<file path="src/rtl/instr_fetch_pkg.sv">
// Shared fetch-path definitions, also used by the Pc register and decode.
// Holds the default word/address widths, the reset vector and the fetch
// controller state encoding.
package instr_fetch_pkg;

    localparam int DefaultAddrWidth  = 16;
    localparam int DefaultDataWidth  = 16;
    localparam int DefaultQueueDepth = 2;

    localparam logic [DefaultAddrWidth-1:0] DefaultResetVector = 16'h0000;

    typedef enum logic [1:0] {
        StBoot  = 2'd0,
        StReq   = 2'd1,
        StIdle  = 2'd2,
        StDrain = 2'd3
    } fetchState_t;

endpackage

</file>
<file path="src/rtl/fetch_queue.sv">
// Small synchronous FIFO of {instruction, pc} pairs between memory and decode.
// Ports:
//   Clk, Rst              clock, asynchronous active-high reset
//   Push, PushInstr/Pc    write one entry (ignored when full with no pop)
//   Pop                   remove head (ignored when empty)
//   Clear                 empty the queue; wins over push and pop
//   Count                 current occupancy 0..Depth
//   HeadInstr, HeadPc     head entry, meaningful only when Count != 0
module fetch_queue #(
    parameter int DataWidth = 16,
    parameter int AddrWidth = 16,
    parameter int Depth     = 2,
    localparam int CountWidth = $clog2(Depth) + 1
) (
    input  logic                  Clk,
    input  logic                  Rst,
    input  logic                  Push,
    input  logic [DataWidth-1:0]  PushInstr,
    input  logic [AddrWidth-1:0]  PushPc,
    input  logic                  Pop,
    input  logic                  Clear,
    output logic [CountWidth-1:0] Count,
    output logic [DataWidth-1:0]  HeadInstr,
    output logic [AddrWidth-1:0]  HeadPc
);

    localparam int PtrWidth = $clog2(Depth);
    localparam logic [CountWidth-1:0] FullCount = CountWidth'(Depth);

    logic [DataWidth+AddrWidth-1:0] entries [Depth];
    logic [PtrWidth-1:0] rdPtr;
    logic [PtrWidth-1:0] wrPtr;
    logic doPush;
    logic doPop;

    assign doPop  = Pop && (Count != '0);
    assign doPush = Push && ((Count != FullCount) || doPop);

    always_ff @(posedge Clk or posedge Rst) begin
        if (Rst) begin
            rdPtr <= '0;
            wrPtr <= '0;
            Count <= '0;
        end else if (Clear) begin
            rdPtr <= '0;
            wrPtr <= '0;
            Count <= '0;
        end else begin
            // Depth is a power of two, so the pointers wrap on their own.
            if (doPush) wrPtr <= wrPtr + PtrWidth'(1);
            if (doPop)  rdPtr <= rdPtr + PtrWidth'(1);
            Count <= Count + CountWidth'(doPush) - CountWidth'(doPop);
        end
    end

    always_ff @(posedge Clk) begin
        if (doPush && !Clear) entries[wrPtr] <= {PushInstr, PushPc};
    end

    assign {HeadInstr, HeadPc} = entries[rdPtr];

endmodule

</file>
<file path="src/rtl/instr_fetch.sv">
// Fetch controller between the Pc register and decode. Owns the next-PC mux,
// reads instruction words over a req/ack handshake, queues them and hands them
// to decode over valid/ready. A redirect flushes the queue and restarts at the
// target, first draining any fetch that is still outstanding.
// Ports:
//   Clk, Rst                 clock, asynchronous active-high reset
//   PcOutput / PcInput       current PC in, next PC out (Pc captures every edge)
//   MemReq, MemAddr          fetch request and word address
//   MemAck, MemData          read completion and instruction word
//   InstrValid, InstrReady   decode handshake for the queue head
//   Instr, InstrPc           head instruction word and its address
//   Redirect, RedirectPc     taken branch/jump and its target
//
// state | meaning
// BOOT  | one cycle forcing PcInput to the reset vector
// REQ   | requesting the word at PcOutput; advances PC on ack
// IDLE  | queue full, no request, PC held
// DRAIN | waiting out a fetch orphaned by a redirect; data discarded
module instr_fetch
    import instr_fetch_pkg::*;
#(
    parameter int AddrWidth  = DefaultAddrWidth,
    parameter int DataWidth  = DefaultDataWidth,
    parameter int QueueDepth = DefaultQueueDepth,
    parameter logic [AddrWidth-1:0] ResetVector = AddrWidth'(DefaultResetVector)
) (
    input  logic                 Clk,
    input  logic                 Rst,
    input  logic [AddrWidth-1:0] PcOutput,
    output logic [AddrWidth-1:0] PcInput,
    output logic                 MemReq,
    output logic [AddrWidth-1:0] MemAddr,
    input  logic                 MemAck,
    input  logic [DataWidth-1:0] MemData,
    output logic                 InstrValid,
    input  logic                 InstrReady,
    output logic [DataWidth-1:0] Instr,
    output logic [AddrWidth-1:0] InstrPc,
    input  logic                 Redirect,
    input  logic [AddrWidth-1:0] RedirectPc
);

    localparam int CountWidth = $clog2(QueueDepth) + 1;
    localparam logic [CountWidth-1:0] FullCount = CountWidth'(QueueDepth);

    fetchState_t state;
    logic [AddrWidth-1:0] reqAddr;
    logic [CountWidth-1:0] count;
    logic [CountWidth-1:0] occAfter;
    logic push;
    logic pop;

    always_comb begin
        MemReq     = (state == StReq) || (state == StDrain);
        MemAddr    = (state == StDrain) ? reqAddr : PcOutput;
        // Decode never sees the head during a redirect, so nothing is popped
        // from a queue that is being flushed anyway.
        InstrValid = (count != '0) && !Redirect;
        pop        = InstrValid && InstrReady;
        push       = (state == StReq) && MemAck && !Redirect;
        occAfter   = count + CountWidth'(push) - CountWidth'(pop);

        if (Redirect) begin
            PcInput = RedirectPc;
        end else begin
            case (state)
                StBoot:  PcInput = ResetVector;
                StReq:   PcInput = MemAck ? PcOutput + AddrWidth'(1) : PcOutput;
                default: PcInput = PcOutput;
            endcase
        end
    end

    always_ff @(posedge Clk or posedge Rst) begin
        if (Rst) begin
            state   <= StBoot;
            reqAddr <= ResetVector;
        end else begin
            case (state)
                StBoot: state <= StReq;
                StReq: begin
                    // Remembered so DRAIN can keep presenting the orphaned
                    // address after PcOutput has moved to the redirect target.
                    reqAddr <= PcOutput;
                    if (Redirect)
                        state <= MemAck ? StReq : StDrain;
                    else if (MemAck && (occAfter >= FullCount))
                        state <= StIdle;
                end
                StIdle: begin
                    if (Redirect || (occAfter < FullCount)) state <= StReq;
                end
                StDrain: begin
                    if (MemAck) state <= StReq;
                end
                default: state <= StBoot;
            endcase
        end
    end

    fetch_queue #(
        .DataWidth(DataWidth),
        .AddrWidth(AddrWidth),
        .Depth    (QueueDepth)
    ) u_queue (
        .Clk      (Clk),
        .Rst      (Rst),
        .Push     (push),
        .PushInstr(MemData),
        .PushPc   (PcOutput),
        .Pop      (pop),
        .Clear    (Redirect),
        .Count    (count),
        .HeadInstr(Instr),
        .HeadPc   (InstrPc)
    );

endmodule

</file>
<file path="config.mk">
export PLATFORM = sky130hd
export DESIGN_NAME = instr_fetch
export DESIGN_NICKNAME = d
export VERILOG_FILES = /design/src/rtl/instr_fetch_pkg.sv /design/src/rtl/fetch_queue.sv /design/src/rtl/instr_fetch.sv
export SDC_FILE = /design/constraint.sdc
export NUM_CORES = 1
export LEC_CHECK = 0
export CAP_MARGIN = 30
export CELL_PAD_IN_SITES_DETAIL_PLACEMENT = 1
export CELL_PAD_IN_SITES_GLOBAL_PLACEMENT = 2
export CORE_ASPECT_RATIO = 0.6
export CORE_MARGIN = 1
export CORE_UTILIZATION = 25
export CTS_CLUSTER_SIZE = 20
export DETAILED_ROUTE_END_ITERATION = 8
export PLACE_DENSITY = 0.65
export SKIP_CTS_REPAIR_TIMING = 1
export SLEW_MARGIN = 20
export SYNTH_ARGS = -nofsm -noshare
export SYNTH_HDL_FRONTEND = slang
export SYNTH_HIERARCHICAL = 1
export SYNTH_SLANG_ARGS = --single-unit
</file>
<file path="constraint.sdc">
create_clock -name Clk -period 3.8 [get_ports Clk]
set_input_delay 0.76 -clock Clk [delete_from_list [all_inputs] [get_ports Clk]]
set_output_delay 0.76 -clock Clk [all_outputs]
set_load 0.1 [all_outputs]
</file>
# Word level (Yosys, flattened, before mapping)
# Memory sizes are Yosys's and may differ from the RTL's.
# Index checks and enable logic that the tools add are counted.
[word_totals]
out_inout_bits = 66
memories = 1
regBits = 22
mem_bits_rw = 64
wordCells = 56
input_bits = 53
[op_classes]
magnitude_cmp = 2
n_eq_ne = 7
n_reduce_logical = 17
addsub = 7
mux = 17
[memory_table]
columns = ["memory", "words", "word_bits", "rd", "rd_ports_with_merged_regs", "wr", "line_no", "rtl"]
rows = [
  ["u_queue.entries", 2, 32, 1, 0, 1, "fetch_queue.sv:30", "logic [DataWidth+AddrWidth-1:0] entries [Depth];"],
]
[ops]
columns = ["operator", "n"]
rows = [
  ["two-way mux 16 bit", 3],
  ["one-hot mux 16 bit (2 select lines)", 1],
  ["adder 16 x 1 -> 16 bit, second input constant", 1],
  ["two-way mux 2 bit", 6],
  ["logical AND 1 bit", 8],
  ["one-hot mux 2 bit (4 select lines)", 1],
  ["two-way mux 1 bit", 6],
  ["!= test 2 bit, second input constant", 3],
  ["nonzero test 2 bit", 3],
  ["adder 2 x 1 -> 2 bit", 2],
  ["equality test 2 bit, second input constant", 2],
  ["subtractor 2 x 1 -> 2 bit", 2],
  ["logical OR 1 bit", 3],
  ["!= test 3 x 2 -> 1 bit, second input constant", 1],
  ["AND reduction 3 bit", 1],
  ["adder 1 bit, second input constant", 2],
  ["equality test 2 x 1 -> 1 bit, second input constant", 1],
  ["greater-or-equal comparator 2 bit, second input constant", 1],
  ["zero test 2 bit", 1],
  ["less-than comparator 2 bit, second input constant", 1],
  ["zero test 1 bit", 1],
]

# Longest topological paths before layout
# Gate-level depths: netlist of run 1.
[depth]
ltp_word = 10
depth_mapped = 11
mapped_depth_nobuf = 9

# By module
# Netlist of run 1, hierarchy kept.
[modules_own_cells]
columns = ["mod", "n_inst", "seq_area_each_um2", "area_each_um2", "cells_per_inst"]
rows = [
  ["fetch_queue", 1, 2021.9, 2544.9, 122],
  ["instr_fetch", 1, 450.4, 1717.9, 201],
]

# Worst setup path before layout of run 1
# OpenSTA, ideal clock, no wires.
[synth_timing]
path_type = "input -> register"
from = "in Redirect"
to = "mem u_queue/entries[1][0] in the netlist's numbering (enable)"
stages = 6
required_ns = 3.332
setup_slack_ns = -1.869
setup_time_ns = 0.468
arrival_time_ns = 5.201
n_path_buf = 2
cell_sequence = "clkbuf_1 buf_6 nor2_1 and2_1 o31ai_4 nor3b_1"
[synth_between]
elab_chain_len = 9
elab_cells_between_ends = 10
classes_between = "mux: 2; reduce/logical: 8"
[synth_rtl]
columns = ["element", "line_no", "rtl"]
rows = [
  ["from (decl)", "instr_fetch.sv:39", "input logic Redirect,"],
  ["zero test 1 bit", "instr_fetch.sv:58", "InstrValid = (count != '0) && !Redirect;"],
  ["logical AND 1 bit", "instr_fetch.sv:58", ""],
  ["via InstrValid", "instr_fetch.sv:35", "output logic InstrValid,"],
  ["logical AND 1 bit", "instr_fetch.sv:59", "pop = InstrValid && InstrReady;"],
  ["via pop", "instr_fetch.sv:51", "logic pop;"],
  ["logical AND 1 bit", "fetch_queue.sv:36", "assign doPop = Pop && (Count != '0);"],
  ["logical OR 1 bit", "fetch_queue.sv:37", "assign doPush = Push && ((Count != FullCount) || doPop);"],
  ["logical AND 1 bit", "fetch_queue.sv:37", ""],
  ["logical AND 1 bit", "fetch_queue.sv:57", "if (doPush && !Clear) entries[wrPtr] <= {PushInstr, PushPc};"],
  ["two-way mux 1 bit", "fetch_queue.sv:57", ""],
  ["two-way mux 1 bit (not written as such)", "fetch_queue.sv:57", ""],
  ["to (decl)", "fetch_queue.sv:30", ""],
]
# The timed path passes the listed nets, and every way through them passes these cells.

# Worst setup path after layout of run 1
[layout_timing]
from = "in PcOutput[5]"
to = "out PcInput[9]"
[layout_between]
elab_chain_len = 4
[layout_rtl]
columns = ["element", "line_no", "rtl"]
rows = [
  ["from (decl)", "instr_fetch.sv:29", "input logic [AddrWidth-1:0] PcOutput,"],
  ["adder 16 x 1 -> 16 bit", "instr_fetch.sv:68", "StReq: PcInput = MemAck ? PcOutput + AddrWidth'(1) : PcOutput;"],
  ["two-way mux 16 bit", "instr_fetch.sv:68", ""],
  ["one-hot mux 16 bit (2 select lines)", "instr_fetch.sv:66", "case (state)"],
  ["two-way mux 16 bit", "instr_fetch.sv:63", "if (Redirect) begin"],
  ["to (decl)", "instr_fetch.sv:30", "output logic [AddrWidth-1:0] PcInput,"],
]
# No other way between the ends.

==> metrics.txt, run 1 <==
final worst-path cycle share=96.4%; vias in the first global route=3285; per-cell routed wire length=18.2 um; switch share=31.8%; FMAX=273 MHz; maximum fanout along the worst path=2; First DRT Iteration DRCs=208; RSZ-0062 raised after global routing=false; synthesis-to-layout area growth=47.4%; largest net degree at the start of global routing=33; Chip Width=171 um; setup_tns=0 ns; Power Density=453 mW/mm^2; Clk pwr share=34.7%; Met1 Wirelength=6520 um; Leak=2.40 nW; Synth cell types=50; share of cells above drive strength 1=39.4%; status=complete, no violations; ANT cells=0; FFs w/ async S/R, synth=25.6%; HP Class=reg2reg; setup violators final=0; Reg-to-Reg Start=state[1]; GRT Overall Usage=15.2%; dominant synthesized flop cell=edfxtp_1; Post-DRT Antenna Nets=0; grt ovf=0; Reg power frac=37.5%; DRC viols=0; slowest stage cell, crit path=clkdlybuf4s50_1; clk_lat worst skew=0.33 ns; FF/Latch Area=0.00247 mm^2; dpl hpwl=9280 um; skew final=0.00353 ns; CTS sink cnt=86; CP Buf/Inv Count=2; source of the worst hold timing path=reqAddr[7]; yosys warns=6; CP top delay family=simple AND/OR/NAND/NOR gates; Setup crit end kind=output pin; worst-path cell chain=clkdlybuf4s50_1, nand4_4, or4_4, or3_1, a32oi_2, buf_12; CORE AREA=0.0164 mm^2; Max VDD drop=246 uV; Largest stage delay, worst path=0.61 ns; die area=0.0176 mm^2; WL met2=5070 um; met3 routed WL=890 um; NumNets Final=516; Synth Cell Area=0.00426 mm^2; Avg Inst Size Synth=13.2 um^2; routed vias=3184; type of origin of the critical path=input port; Seq/Total Area, Yosys=58.0%; DR pass1 iterations=4; CTS tree=done; Worst-Margin Slew=0.803 ns; Worst slew margin=46.4%; number of flops mapped to enable cells by yosys=64; switching power=906 uW; Slew Limit Fails=0; combinational share of power=27.7%; H-tree levels=3; number of synthesized register bits=86; io pins=119; Worst Path Arrival=2.90 ns; clock slew at reported path FFs=0.06 ns; critical path class=in2out; CTS Buffer Depth=2; final instance area=0.00628 mm^2; Req. time, crit path=3.04 ns; placed instance area=0.00595 mm^2; final hold violations=0; Starting Density=25.9%; Cells after Synth=323; Std-Cell Rows=36; vias per std cell=4.60; max-cap check violation count=0; internal power=1.94 mW; final-layout fill cell count=1725; global-route wire length before repair=19500 um; Synth Net Count=380; area of the multi-input gates=0.00167 mm^2; initial antenna violation count=0; final wirelength=12600 um; Root Buffer=clkbuf_16; max layer used=met4; Tmin final=3.66 ns; PortBufs=118; Worst Setup SP=PcOutput[5]; Final Wtd Congestion=0.815; die height=103 um; Num CTS Buffers=9
## sequential cells by signal, summed over array words and instances, names as in the netlist
| signal | flops |
|---|---|
| u_queue/rdPtr | 1 |
| state | 2 |
| reqAddr | 16 |
| u_queue/entries | 64 |
| u_queue/wrPtr | 1 |
| u_queue/Count | 2 |
## final timing paths
check / endpoint / slack [ns] / depth (start not counted)
setup / recovery: PcInput[9] / 0.14 / 6
hold reg to reg: reqAddr[7] / 0.50 / 2
min in group asynchronous: u_queue/Count[0] / 0.65 / 2
setup reg to reg: u_queue/entries[1][25] / 1.28 / 7
hold / removal: reqAddr[7] / 0.50 / 2
max in group asynchronous: reqAddr[11] / 2.38 / 2
## power groups by stage
stage	Clock [mW]	Sequential (mW)	Combinational, mW
6_report	0.989	1.07	0.789
5_1_grt	1.05	1.07	0.827
4_1_cts	1.02	1.07	0.798
3_5_place_dp	0	1.09	0.794
3_3_place_gp	0	1.09	0.790
2_1_floorplan	0	1.08	0.530
## cells in the mapped netlist (2+ instances only)
| library cell | n | area share [%] |
|---|---|---|
| a21boi_0 | 3 | 0.53 |
| a21oi_1 | 7 | 0.82 |
| a22oi_1 | 7 | 1.2 |
| a31oi_1 | 2 | 0.29 |
| and4_1 | 4 | 0.82 |
| buf_2 | 8 | 0.94 |
| clkbuf_1 | 11 | 0.97 |
| dfrtp_1 | 22 | 13 |
| edfxtp_1 | 64 | 45 |
| ha_1 | 4 | 1.2 |
| inv_1 | 11 | 0.97 |
| mux2_2 | 64 | 17 |
| mux2i_1 | 5 | 1.2 |
| nand2_1 | 18 | 1.6 |
| nand2b_1 | 4 | 0.59 |
| nand3_1 | 6 | 0.70 |
| nand4_1 | 4 | 0.59 |
| nor2_1 | 17 | 1.5 |
| nor2b_1 | 7 | 1.0 |
| nor3b_1 | 2 | 0.35 |
| nor4_1 | 3 | 0.44 |
| nor4b_1 | 2 | 0.41 |
| o21ai_0 | 11 | 1.3 |
| o31a_1 | 2 | 0.41 |
| o41ai_1 | 4 | 0.82 |
| or3_1 | 4 | 0.59 |
| xnor2_1 | 3 | 0.62 |
| xor2_1 | 2 | 0.41 |
## placed cells by master, fill, tap and decap left out, drive strengths merged, types with 2 or more instances in the layout
cell / n
xor2: 2
nor4: 3
o41ai: 4
o21ai: 11
a31oi: 2
bufinv: 3
inv: 13
nor2b: 7
mux2: 65
clkbuf: 9
nand2b: 4
buf: 95
edfxtp: 64
a22oi: 7
mux2i: 5
ha: 4
a21boi: 3
and4: 5
or4: 2
xnor2: 3
o31a: 2
clkdlybuf4s50: 52
nand2: 18
clkinv: 3
dfrtp: 22
nor2: 17
or3: 4
nand3: 6
nor4b: 2
nand4: 5
a21oi: 7
nor3b: 2
## routing by layer
layer	track usage [%]	up-vias
met1	22.6	1583
li1	-	1492
met5	0	-
met4	4.50	0
met2	21.4	100
met3	3.95	9
## cell families (layout without fill, tap and decap cells)
| kind of cell | Yosys count | in the layout | synth area share, % |
|---|---|---|---|
| xor gates and xnor gates | 5 | 5 | 1.03 |
| buffers and inverters | 34 | 175 | 3.49 |
| AOI/OAI and AO/OA | 46 | 46 | 7.69 |
| adders and majority gates | 4 | 4 | 1.17 |
| and+or+nand+nor | 78 | 78 | 10.2 |
| muxes | 70 | 70 | 18.4 |
| DFF | 86 | 86 | 58.0 |
## worst register-to-register path, stage by stage, from the launching register on
cell and delay (ns):
dfrtp_1 0.36, buf_4 0.21, nand2b_1 0.43, or3_1 0.46, inv_1 0.10, o31ai_4 0.12, nor3b_4 0.25, buf_12 0.25
## layout make-up
| class | count | area share, % |
|---|---|---|
| Clock buffer | 9 | 3.58 |
| Clock inverter | 7 | 1.77 |
| Inverter | 12 | 0.717 |
| Multi-Input combinational cell | 203 | 26.6 |
| Sequential cell | 86 | 39.3 |
| Tap cell | 228 | 4.54 |
| Timing Repair Buffer | 147 | 23.4 |
## metrics by stage
stage	std cells	utilization [%]	worst slack (ns)	total power, mW	hold WS, ns
after floorplan	323	-	0.0400	1.61	0.446
after global placement	676	36.2	0.131	1.87	0.467
after detailed placement	676	36.2	0.158	1.88	0.479
after CTS	692	38.2	0.132	2.88	0.494
after global routing	692	38.2	0.0722	2.95	0.528
final	692	38.2	0.138	2.85	0.496
No activity file was read; power rests on OpenSTA's default activity.
==> inputs of run 2 (changes only) <==
--- a/config.mk
+++ b/config.mk
@@ -5,7 +5,8 @@
 export SDC_FILE = /design/constraint.sdc
 export NUM_CORES = 1
 export LEC_CHECK = 0
-export CAP_MARGIN = 30
+export ABC_CLOCK_PERIOD_IN_PS = 3800
+export CAP_MARGIN = 10
 export CELL_PAD_IN_SITES_DETAIL_PLACEMENT = 1
 export CELL_PAD_IN_SITES_GLOBAL_PLACEMENT = 2
 export CORE_ASPECT_RATIO = 0.6
@@ -14,6 +15,7 @@
 export CTS_CLUSTER_SIZE = 20
 export DETAILED_ROUTE_END_ITERATION = 8
 export PLACE_DENSITY = 0.65
+export RECOVER_POWER = 50
 export SKIP_CTS_REPAIR_TIMING = 1
 export SLEW_MARGIN = 20
 export SYNTH_ARGS = -nofsm -noshare
==> metrics.txt, run 2 (synthesized netlist as in run 1, its figures left out) <==
Regs by FF count=u_queue/entries: 64 flops, reqAddr: 16 flops (unchanged); per-cell routed wire length=18.2 um (about the same); HP Class=reg2reg (unchanged); Final Wtd Congestion=0.815 (unchanged); final-layout fill cell count=1731 (was 1725); final instance area=0.00622 mm^2 (was 0.00628 mm^2); Largest stage delay, worst path=0.67 ns (was 0.61 ns); CTS sink cnt=86 (unchanged); CP Buf/Inv Count=2 (unchanged); type of origin of the critical path=input port (unchanged); Worst Path Arrival=2.94 ns (was 2.90 ns); slowest stage cell, crit path=dlygate4sd3_1 (was clkdlybuf4s50_1); RSZ-0062 raised after global routing=false (unchanged); Max VDD drop=247 uV (was 246 uV); vias in the first global route=3285 (unchanged); H-tree levels=3 (unchanged); NumNets Final=516 (unchanged); setup_tns=0 ns (unchanged); skew final=0.00432 ns (was 0.00353 ns); clk_lat worst skew=0.34 ns (was 0.33 ns); largest net degree at the start of global routing=33 (unchanged); First DRT Iteration DRCs=188 (was 208); worst-path cell chain=dlygate4sd3_1, nand4_4, or4_4, or3_1, a32oi_2, buf_12 (was clkdlybuf4s50_1, nand4_4, or4_4, or3_1, a32oi_2, buf_12); GRT Overall Usage=15.2% (unchanged); die height=103 um (unchanged); DRC viols=0 (unchanged); Std-Cell Rows=36 (unchanged); final hold slack=0.496 ns (about the same); CTS Buffer Depth=2 (unchanged); Chip Width=171 um (unchanged); max reg flops=64 (unchanged); Tmin final=3.70 ns (was 3.66 ns); Slew Limit Fails=0 (unchanged); die area=0.0176 mm^2 (unchanged); global-route wire length before repair=19500 um (unchanged); DR pass1 iterations=4 (unchanged); Top reg by flops=u_queue/entries (unchanged); PortBufs=118 (unchanged); maximum fanout along the worst path=2 (unchanged); final wirelength=12600 um (about the same); fin worst setup slack=0.0968 ns (was 0.138 ns); final core occ=37.8% (was 38.2%); PnR Total Power=2.84 mW (was 2.85 mW); final worst-path cycle share=97.5% (was 96.4%); synthesis-to-layout area growth=45.8% (was 47.4%); setup violators final=0 (unchanged); Num CTS Buffers=9 (unchanged); dpl ws=0.158 ns (unchanged); Setup crit end kind=output pin (unchanged); placed instance area=0.00595 mm^2 (unchanged); dpl hpwl=9280 um (unchanged); CORE AREA=0.0164 mm^2 (unchanged); routed vias=3188 (was 3184); Req. time, crit path=3.04 ns (about the same); dpl cells=676 (unchanged); initial antenna violation count=0 (unchanged); max-cap check violation count=0 (unchanged); vias per std cell=4.61 (was 4.60); grt ovf=0 (unchanged); CTS tree=done (unchanged); Worst-Margin Slew=1.19 ns (was 0.803 ns); final hold violations=0 (unchanged); share of cells above drive strength 1=37.7% (was 39.4%); ANT cells=0 (unchanged); clock slew at reported path FFs=0.06 ns (about the same); Starting Density=25.9% (unchanged); CP top delay family=simple AND/OR/NAND/NOR gates (unchanged); commonest non-fill, non-tap cells in the layout=64 x mux2_2, 64 x edfxtp_1, 53 x buf_4, 29 x dlygate4sd3_1, 23 x clkdlybuf4s50_1 (was 76 x buf_4, 64 x mux2_2, 64 x edfxtp_1, 52 x clkdlybuf4s50_1, 22 x dfrtp_1); Root Buffer=clkbuf_16 (unchanged); status=complete, no violations (unchanged); Power Density=456 mW/mm^2 (was 453 mW/mm^2); fin cells=692 (unchanged); Leak=2.37 nW (was 2.40 nW); io pins=119 (unchanged); Post-DRT Antenna Nets=0 (unchanged); critical path class=in2out (unchanged); Worst slew margin=21.2% (was 46.4%); FMAX=270 MHz (was 273 MHz)
## run 2: final cells by class
class,instances,area (um^2),share of cell area (%)
well taps,228,285,4.59
clock buffers,9,225,3.62
repair buffers,147,1400,22.6
clock inverters,7,111,1.79
multi-input cells,203,1670,26.9
inverters,12,45.0,0.724
flip-flops and latches,86,2470,39.8
## run 2: worst reg2reg max path, stage by stage, from the launching register on
cell,delay [ns]
dfrtp_1,0.36
buf_4,0.21
nand2b_1,0.42
or3_1,0.45
inv_1,0.10
o31ai_4,0.12
nor3b_4,0.25
buf_12,0.24
## run 2: power breakdown
group	internal, mW	total, mW	leakage (nW)	switching, mW
combinational	0.239	0.777	1.36	0.538
sequential	1.05	1.07	0.842	0.0181
clock	0.639	0.991	0.165	0.352
## run 2: worst paths after layout
kind | from | endpoint | slack [ns] | cells past startpoint
worst max-delay path | PcOutput[4] | PcInput[9] | 0.1 | 6
worst min-delay path | reqAddr[7] | reqAddr[7] | 0.50 | 2
worst max register to register | state[1] | u_queue/entries[1][25] | 1.30 | 7
worst min register to register | reqAddr[7] | reqAddr[7] | 0.50 | 2
max in group asynchronous | Rst | reqAddr[11] | 2.25 | 2
min in group asynchronous | Rst | u_queue/Count[0] | 0.78 | 2
## run 2: metal layers
layer	track usage (%)	up-vias	routed length, um
met5	0	-	0
met4	4.50	0	146
met3	3.95	13	753
met2	21.4	95	5040
met1	22.6	1588	6650
li1	-	1492	-
==> inputs of run 3 (changes only) <==
--- a/config.mk
+++ b/config.mk
@@ -5,7 +5,7 @@
 export SDC_FILE = /design/constraint.sdc
 export NUM_CORES = 1
 export LEC_CHECK = 0
-export ABC_CLOCK_PERIOD_IN_PS = 3800
+export ABC_CLOCK_PERIOD_IN_PS = 4600
 export CAP_MARGIN = 10
 export CELL_PAD_IN_SITES_DETAIL_PLACEMENT = 1
 export CELL_PAD_IN_SITES_GLOBAL_PLACEMENT = 2
@@ -14,8 +14,9 @@
 export CORE_UTILIZATION = 25
 export CTS_CLUSTER_SIZE = 20
 export DETAILED_ROUTE_END_ITERATION = 8
-export PLACE_DENSITY = 0.65
-export RECOVER_POWER = 50
+export GPL_TIMING_DRIVEN = 0
+export PLACE_DENSITY = 0.63
+export RECOVER_POWER = 100
 export SKIP_CTS_REPAIR_TIMING = 1
 export SLEW_MARGIN = 20
 export SYNTH_ARGS = -nofsm -noshare
==> constraint.sdc (replaced) <==
create_clock -name Clk -period 4.6 [get_ports Clk]
set_input_delay 0.92 -clock Clk [delete_from_list [all_inputs] [get_ports Clk]]
set_output_delay 0.92 -clock Clk [all_outputs]
set_load 0.1 [all_outputs]
==> metrics.txt, run 3 (synthesized netlist as in run 1, its figures left out) <==
status=complete, but fails checks (was complete, no violations); failing checks=max-capacitance violations, max-slew violations; area of the multi-input gates=0.00165 mm^2 (was 0.00167 mm^2); Num CTS Buffers=9 (unchanged); Root Buffer=clkbuf_16 (unchanged); Reg power frac=40.0% (was 37.7%); Leak=2.25 nW (was 2.37 nW); RSZ-0062 raised after global routing=false (unchanged); CTS tree=done (unchanged); HP Class=reg2reg (unchanged); Max VDD drop=180 uV (was 247 uV); Clk pwr share=33.5% (was 34.9%); vias per std cell=4.52 (was 4.61); Chip Width=171 um (unchanged); vias in the first global route=3289 (was 3285); largest net degree at the start of global routing=19 (was 33); Slew Limit Fails=9 (was 0); PnR Total Power=2.21 mW (was 2.84 mW); switch share=34.3% (was 32.0%); fin worst setup slack=0.112 ns (was 0.0968 ns); GRT Overall Usage=14.8% (was 15.2%); die area=0.0176 mm^2 (unchanged); max reg flops=64 (unchanged); final hold violations=0 (unchanged); H-tree levels=3 (unchanged); CTS sink cnt=86 (unchanged); dpl hpwl=9340 um (was 9280 um); global-route wire length before repair=19100 um (was 19500 um); ANT cells=0 (unchanged); Met1 Wirelength=6250 um (was 6650 um); CORE AREA=0.0164 mm^2 (unchanged); CP Buf/Inv Count=2 (unchanged); final instance area=0.00604 mm^2 (was 0.00622 mm^2); Regs by FF count=u_queue/entries: 64 flops, reqAddr: 16 flops (unchanged); Worst Path Arrival=3.57 ns (was 2.94 ns); dpl cells=673 (was 676); Post-DRT Antenna Nets=0 (unchanged); clock slew at reported path FFs=0.07 ns (was 0.06 ns); final wirelength=12400 um (was 12600 um); initial antenna violation count=0 (unchanged); skew final=0.00757 ns (was 0.00432 ns); Std-Cell Rows=36 (unchanged); WL met2=5220 um (was 5040 um); NumNets Final=513 (was 516); FMAX=223 MHz; type of origin of the critical path=input port (unchanged); met3 routed WL=790 um (was 753 um); per-cell routed wire length=18.0 um (was 18.2 um); maximum fanout along the worst path=10 (was 2); Power Density=365 mW/mm^2 (was 456 mW/mm^2); Worst Setup SP=PcOutput[7] (was PcOutput[4]); routed vias=3116 (was 3188); source of the worst hold timing path=reqAddr[8] (was reqAddr[7]); clk_lat worst skew=0.34 ns (about the same); setup violators final=0 (unchanged); critical path class=in2out (unchanged); Top reg by flops=u_queue/entries (unchanged); most common cell after layout, fill and taps aside=dlygate4sd3_1; synthesis-to-layout area growth=41.7% (was 45.8%); share of cells above drive strength 1=23.9% (was 37.7%); Worst slew margin=-3.06% (was 21.2%); DRC viols=0 (unchanged); Final Wtd Congestion=0.787 (was 0.815); final worst-path cycle share=97.6%; max-cap check violation count=1 (was 0); worst-path cell chain=dlygate4sd3_1, nand2_1, or4_4, or3_1, a32oi_2, clkbuf_2 (was dlygate4sd3_1, nand4_4, or4_4, or3_1, a32oi_2, buf_12); final-layout fill cell count=1794 (was 1731); max layer used=met4 (unchanged); PortBufs=118 (unchanged); die height=103 um (unchanged); fin cells=689 (was 692); Tmin final=4.49 ns; Worst-Margin Slew=1.53 ns (was 1.19 ns); combinational share of power=26.5% (was 27.4%); commonest non-fill, non-tap cells in the layout=79 x dlygate4sd3_1, 64 x mux2_2, 64 x edfxtp_1, 23 x clkdlybuf4s50_1, 22 x dfrtp_1 (was 64 x mux2_2, 64 x edfxtp_1, 53 x buf_4, 29 x dlygate4sd3_1, 23 x clkdlybuf4s50_1); Starting Density=25.9% (unchanged); CP top delay family=buffers and inverters (was simple AND/OR/NAND/NOR gates); Largest stage delay, worst path=0.86 ns (was 0.67 ns); dpl ws=-0.519 ns (was 0.158 ns); slowest stage cell, crit path=dlygate4sd3_1 (unchanged); io pins=119 (unchanged); Setup crit end kind=output pin (unchanged); CTS Buffer Depth=2 (unchanged); grt ovf=0 (unchanged); First DRT Iteration DRCs=138 (was 188); switching power=757 uW (was 908 uW); DR pass1 iterations=4 (unchanged); FF/Latch Area=0.00247 mm^2 (unchanged); Worst R2R Setup Slack=0.95 ns (was 1.30 ns); Req. time, crit path=3.68 ns (was 3.04 ns); Reg-to-Reg Start=state[0] (was state[1]); internal power=1.45 mW (was 1.93 mW); placed instance area=0.00582 mm^2 (was 0.00595 mm^2)
==> run 3: cell types whose count changed in the layout (fill, tap and decap cells not counted), moves of 7 or more <==
| cell | previous run | this run |
|---|---|---|
| o21ai_1 | 7 | 0 |
| buf_2 | 0 | 8 |
| buf_4 | 53 | 1 |
| o21ai_0 | 4 | 11 |
| buf_12 | 19 | 0 |
| dlygate4sd3_1 | 29 | 79 |
==> run 3: path summary, 6_finish.rpt <==
kind | cells past startpoint | to
worst max-delay path | 6 | PcInput[9]
worst min-delay path | 2 | reqAddr[8]
worst max register to register | 9 | u_queue/entries[0][29]
worst min register to register | 2 | reqAddr[8]
max in group asynchronous | 2 | reqAddr[4]
min in group asynchronous | 2 | u_queue/wrPtr
==> run 3: power groups by stage <==
stage	Clock, mW	Sequential, mW	Combinational [mW]
2_1_floorplan	0	0.895	0.436
3_3_place_gp	0	0.898	0.609
3_5_place_dp	0	0.899	0.617
4_1_cts	0.769	0.883	0.620
5_1_grt	0.794	0.886	0.614
6_report	0.740	0.882	0.585
==> run 3: final cells by class <==
type | count | share of cell area (%)
clock buffers | 9 | 3.73
inverters | 12 | 0.746
well taps | 228 | 4.72
clock inverters | 7 | 1.33
repair buffers | 122 | 19.6
multi-input cells | 203 | 27.3
flip-flops and latches | 86 | 40.9
plain buffers | 22 | 1.72
==> run 3: through the flow <==
| step | hold slack (ns) | utilization, % | setup TNS (ns) |
|---|---|---|---|
| after floorplan | 0.446 | - | 0 |
| after global placement | 0.463 | 35.0 | -34.93 |
| after detailed placement | 0.467 | 35.4 | -4.24 |
| after CTS | 0.483 | 37.2 | -4.47 |
| after global routing | 0.520 | 36.7 | 0 |
| final | 0.479 | 36.7 | 0 |
==> run 3: tightest hold or removal path: cells and delay by family, from the launching register on <==
kind            cells  cell delay, ns
flops               1            0.34
simple gates        1            0.04
compound gates      1            0.06
==> run 3: per-layer routing <==
metal / vias up / GRT usage (%)
met2: 92 / 21.7
met4: 0 / 3.53
li1: 1488 / -
met5: - / 0
met1: 1526 / 21.5
met3: 10 / 4.07
